--- config.mk ---
export PLATFORM = sky130hd
export DESIGN_NAME = line_fill_buffer
export DESIGN_NICKNAME = d
export VERILOG_FILES = /design/src/rtl/line_fill_buffer.sv
export SDC_FILE = /design/constraint.sdc
export NUM_CORES = 1
export LEC_CHECK = 0
export CORE_AREA = 4 4 251 253
export CTS_CLUSTER_DIAMETER = 30
export CTS_CLUSTER_SIZE = 30
export DETAILED_ROUTE_END_ITERATION = 7
export DIE_AREA = 0 0 255 257
export PLACE_DENSITY_LB_ADDON = 0.1
export SYNTH_ARGS = -nofsm -noshare
export SYNTH_HDL_FRONTEND = slang
export SYNTH_SLANG_ARGS = --single-unit
export TNS_END_PERCENT = 10
--- constraint.sdc ---
create_clock -name clk -period 2.8 [get_ports clk]
set_input_delay 0.84 -clock clk [delete_from_list [all_inputs] [get_ports clk]]
set_output_delay 0.84 -clock clk [all_outputs]
set_load 0.03 [all_outputs]
--- src/rtl/line_fill_buffer.sv ---
// Cache line refill: issues one burst request, then gathers critical-word-first
// wrap-around beats into a full line and forwards the critical word early.
module line_fill_buffer #(
    parameter int WORD_SIZE        = 32,
    parameter int BLOCK_SIZE       = 512,
    parameter int NUM_SEGMENTS     = 16,
    parameter int NUM_SEGMENTS_LOG = 4,
    parameter int BYTE_OFFSET_LOG  = 2,
    parameter int ADDR_WIDTH       = 32
) (
    input  logic                  clk,
    input  logic                  rst,
    input  logic                  fill_start,
    input  logic [ADDR_WIDTH-1:0] fill_addr,
    output logic                  mem_req_valid,
    input  logic                  mem_req_ready,
    output logic [ADDR_WIDTH-1:0] mem_req_addr,
    input  logic                  mem_rdata_valid,
    input  logic [WORD_SIZE-1:0]  mem_rdata,
    output logic                  fill_busy,
    output logic                  crit_word_valid,
    output logic [WORD_SIZE-1:0]  crit_word,
    output logic                  fill_done,
    output logic [BLOCK_SIZE-1:0] block_out
);

    typedef enum logic [1:0] {
        IDLE,
        REQ,
        RECV,
        DONE
    } state_t;

    // Clearing the byte-offset bits yields base | (start_off << BYTE_OFFSET_LOG).
    localparam logic [ADDR_WIDTH-1:0] WORD_ALIGN_MASK =
        ~ADDR_WIDTH'((64'd1 << BYTE_OFFSET_LOG) - 64'd1);
    localparam logic [NUM_SEGMENTS_LOG-1:0] LAST_BEAT = NUM_SEGMENTS_LOG'(NUM_SEGMENTS - 1);

    state_t                      state_reg, state_next;
    logic [ADDR_WIDTH-1:0]       mem_req_addr_reg, mem_req_addr_next;
    logic [NUM_SEGMENTS_LOG-1:0] start_off_reg, start_off_next;
    logic [NUM_SEGMENTS_LOG-1:0] cnt_reg, cnt_next;
    logic                        crit_valid_reg, crit_valid_next;
    logic [WORD_SIZE-1:0]        crit_word_reg, crit_word_next;
    logic [BLOCK_SIZE-1:0]       block_reg, block_next;
    logic [NUM_SEGMENTS_LOG-1:0] slot;
    logic                        beat;

    assign beat = (state_reg == RECV) && mem_rdata_valid;
    // Natural NUM_SEGMENTS_LOG-bit overflow gives the wrap-around order.
    assign slot = start_off_reg + cnt_reg;

    always_comb begin
        state_next        = state_reg;
        mem_req_addr_next = mem_req_addr_reg;
        start_off_next    = start_off_reg;
        cnt_next          = cnt_reg;
        crit_valid_next   = 1'b0;
        crit_word_next    = crit_word_reg;
        case (state_reg)
            IDLE: begin
                if (fill_start) begin
                    mem_req_addr_next = fill_addr & WORD_ALIGN_MASK;
                    start_off_next    = fill_addr[BYTE_OFFSET_LOG +: NUM_SEGMENTS_LOG];
                    cnt_next          = '0;
                    state_next        = REQ;
                end
            end
            REQ: begin
                if (mem_req_ready) begin
                    state_next = RECV;
                end
            end
            RECV: begin
                if (mem_rdata_valid) begin
                    cnt_next = cnt_reg + 1'b1;
                    if (cnt_reg == '0) begin
                        crit_valid_next = 1'b1;
                        crit_word_next  = mem_rdata;
                    end
                    if (cnt_reg == LAST_BEAT) begin
                        state_next = DONE;
                    end
                end
            end
            DONE: begin
                state_next = IDLE;
            end
            default: begin
                state_next = IDLE;
            end
        endcase
    end

    // Each word slot only loads on the beat whose wrapped index selects it.
    generate
        for (genvar gi = 0; gi < NUM_SEGMENTS; gi++) begin : g_slot
            assign block_next[gi*WORD_SIZE +: WORD_SIZE] =
                (beat && slot == NUM_SEGMENTS_LOG'(gi)) ? mem_rdata
                                                        : block_reg[gi*WORD_SIZE +: WORD_SIZE];
        end
    endgenerate

    always_ff @(posedge clk) begin
        if (rst) begin
            state_reg        <= IDLE;
            mem_req_addr_reg <= '0;
            start_off_reg    <= '0;
            cnt_reg          <= '0;
            crit_valid_reg   <= 1'b0;
            crit_word_reg    <= '0;
            block_reg        <= '0;
        end else begin
            state_reg        <= state_next;
            mem_req_addr_reg <= mem_req_addr_next;
            start_off_reg    <= start_off_next;
            cnt_reg          <= cnt_next;
            crit_valid_reg   <= crit_valid_next;
            crit_word_reg    <= crit_word_next;
            block_reg        <= block_next;
        end
    end

    assign mem_req_valid   = (state_reg == REQ);
    assign mem_req_addr    = mem_req_addr_reg;
    assign fill_busy       = (state_reg != IDLE);
    assign fill_done       = (state_reg == DONE);
    assign crit_word_valid = crit_valid_reg;
    assign crit_word       = crit_word_reg;
    assign block_out       = block_reg;

endmodule

==> metrics.md <==
| Metric | Value |
|---|---|
| Routed WL per cell | 21.9 µm |
| Critical Path AT | 1.88 ns |
| Maximum vdd drop | 0.509 mV |
| PortBufs | 644 |
| Slowest stage cell, crit path | clkdlybuf4s50_1 |
| Area leader, netlist | dfxtp_1 |
| Total die area | 65500 µm² |
| Detailed Place HPWL | 55.0 mm |
| RSZ-0062 raised after global routing | no |
| Ys flop type | dfxtp_1 |
| Tmin final | 2.72 ns |
| Largest register FFs | 512 |
| Clock tree buffer depth | 3 |
| Slew @ Worst Pin | 0.680 ns |
| Die extent in x | 255 µm |
| Slew Viols, Final | 0 |
| Critical path class | flop to primary output |
| Netlist cell types | 44 |
| # nets final | 2865 |
| MaxCap Viol Count | 0 |
| CTS tree | yes |
| Max FO, Critical Path | 4 |
| Crit path buf inv count | 1 |
| Initial core utilization | 37.3% |
| FILL cells | 5140 |
| CP Launch Type | flop |
| Die Y | 257 µm |
| Largest net degree at the start of global routing | 177 |
| Area growth, synth to finish | 53.9% |
| FFs w/ async S/R, synth | 0% |
| Share of layout cells above drive strength 1 | 11.8% |
| Sequential share of the synthesized area | 51.1% |
| Io pins | 649 |
| Total setup buffers inserted after CTS | 0 |
| Period utilization | 97.1% |
| Syn avg cell area | 10.8 µm² |
| Post-DRT Antenna Nets | 0 |
| Core ar. | 61000 µm² |
| Post-route DRC | 0 |
| Clk root buf | clkbuf_16 |
| LEAKAGE | 14.1 nW |
| Total CTS buffers | 142 |
| Worst path max stage delay | 0.75 ns |
| Share of the synthesized area in the top cell type | 51.1% |
| Initial antenna violation count | 0 |
| Area contributors post-synth | dfxtp_1 (51%), mux2i_1 (23%), nand2b_1 (15%) |
| Critical Path RT | 1.96 ns |
| Final core utilization | 57.4% |
| Cell Area, Synth | 22800 µm² |
| Global Route Usage Sum | 24.0% |
| TritonRoute pass-1 iters | 5 |
| H-tree depth | 4 |
| Final hold viol count | 0 |
| Worst Skew | 0.0272 ns |
| Status | finished clean |
| CP Capture Type | primary output |
| #FFs+latches synth | 581 |
| Commonest cells in the netlist | dfxtp_1 (581), nand2b_1 (545), mux2i_1 (513) |
| Post-Route WL | 80.7 mm |
| Rows | 91 |
| Antenna cells | 0 |
| Top delay family on crit path | buffers and inverters |
| Slew HR | 54.6% |
| Worst skew pair latency | 0.68 ns |
| YS warnings | 0 |
| First-pass GRT wire length | 118 mm |
| CTS sink cnt | 581 |
| Routability cong. | 0.802 |
| Post-synth EDFFs | 0 |
| Count leader, synth | dfxtp_1 |
| Finish-stage setup viols | 0 |
| Vias | 17.5k |
| Fmax achieved | 0.368 GHz |
| Cell Chain, Critical Path | clkdlybuf4s50_1 |
| Hold Path Class | flop to flop |
| Grt total ovfl | 0 |
| Reg clk slew, reported paths | 0.04 ns |
| Vias in the first global route | 18.2k |
| Final setup TNS | 0 ns |
| Vias per cell | 4.75 |
| Number of DRC markers in iteration 0 | 765 |
| Power per cell area | 770 nW/µm² |
| Cells after Synth | 2113 |
layout make-up:
type	instances	area, µm²	share of cell area, %
sequential	581	11600	33.2
multi-input combinational	1323	10100	28.8
timing repair buffer	733	7470	21.3
clock buffer	202	4190	11.9
tap	790	988	2.82
clock inverter	55	651	1.86
inverter	5	18.8	0.0536
routing by layer:
layer,up-vias,global-route usage [%],wire [µm]
li1,8321,-,-
met1,8499,26.7,31600
met2,558,42.6,41300
met3,136,7.58,4970
met4,0,9.18,2830
met5,-,0,0
per-stage QoR:
step                      hold WS [ns]  cells  power, mW  instance area (µm²)  setup WS (ns)
after global placement           0.442   3432       10.8                30200         0.0916
final                            0.450   3689       27.0                35000         0.0820
after detailed placement         0.446   3432       10.9                30200         0.0441
after floorplan                  0.511   2114       9.94                22800          0.318
after global routing             0.472   3689       27.9                35000       0.000799
after CTS                        0.451   3689       27.2                35000         0.0148
placed cells by master, fill, tap and decap left out, drive strengths merged:
cell type	Yosys	layout
a2111oi	1	1
a211oi	1	1
a21oi	66	66
and2	1	1
and3	2	2
and3b	2	2
and4	1	1
buf	60	90
bufinv	0	12
clkbuf	145	202
clkdlybuf4s15	0	1
clkdlybuf4s50	0	640
clkinv	0	32
clkinvlp	0	6
conb	1	2
dfxtp	581	581
dlygate4sd2	0	2
fa	1	1
ha	9	9
inv	5	10
mux2i	513	513
nand2	126	126
nand2b	545	545
nand3	6	6
nand3b	1	1
nand4	1	1
nor2	9	9
nor2b	3	3
nor3	6	6
nor3b	3	3
nor4	5	5
nor4b	1	1
o2111ai	2	2
o21ai	8	8
o21bai	3	3
xnor2	3	3
xor2	2	2
kinds of logic (layout without fill, tap and decap cells):
family	after synthesis	count (layout)	share of synthesized area, %
simple gates	712	712	18.5
flops	581	581	51.1
mux	513	513	22.5
buf+inv	210	995	4.96
compound gates	81	81	2.10
fa+ha+maj	10	10	0.582
xor+xnor	5	5	0.225
other cells	1	2	0.0165
final timing paths:
kind / from / to / slack, ns / cells past startpoint
setup / recovery: start_off_reg[1] / mem_req_addr[3] / 0.08 / 1
hold reg to reg: crit_word[9] / crit_word[9] / 0.45 / 2
setup reg to reg: start_off_reg[0] / block_out[116] / 0.26 / 7
hold / removal: crit_word[9] / crit_word[9] / 0.45 / 2
timing repair:
item	CTS	global route
hold buffers	0	0
setup endpoints to repair	3	0
gates resized for setup	5	0
power by group:
part / internal [mW] / leakage, nW / switching [mW] / total (mW)
registers: 8.48 / 4.68 / 0.108 / 8.59
logic: 0.823 / 7.03 / 1.28 / 2.10
clock network: 11.4 / 2.39 / 4.90 / 16.3
(Power assumes the default switching activity.)
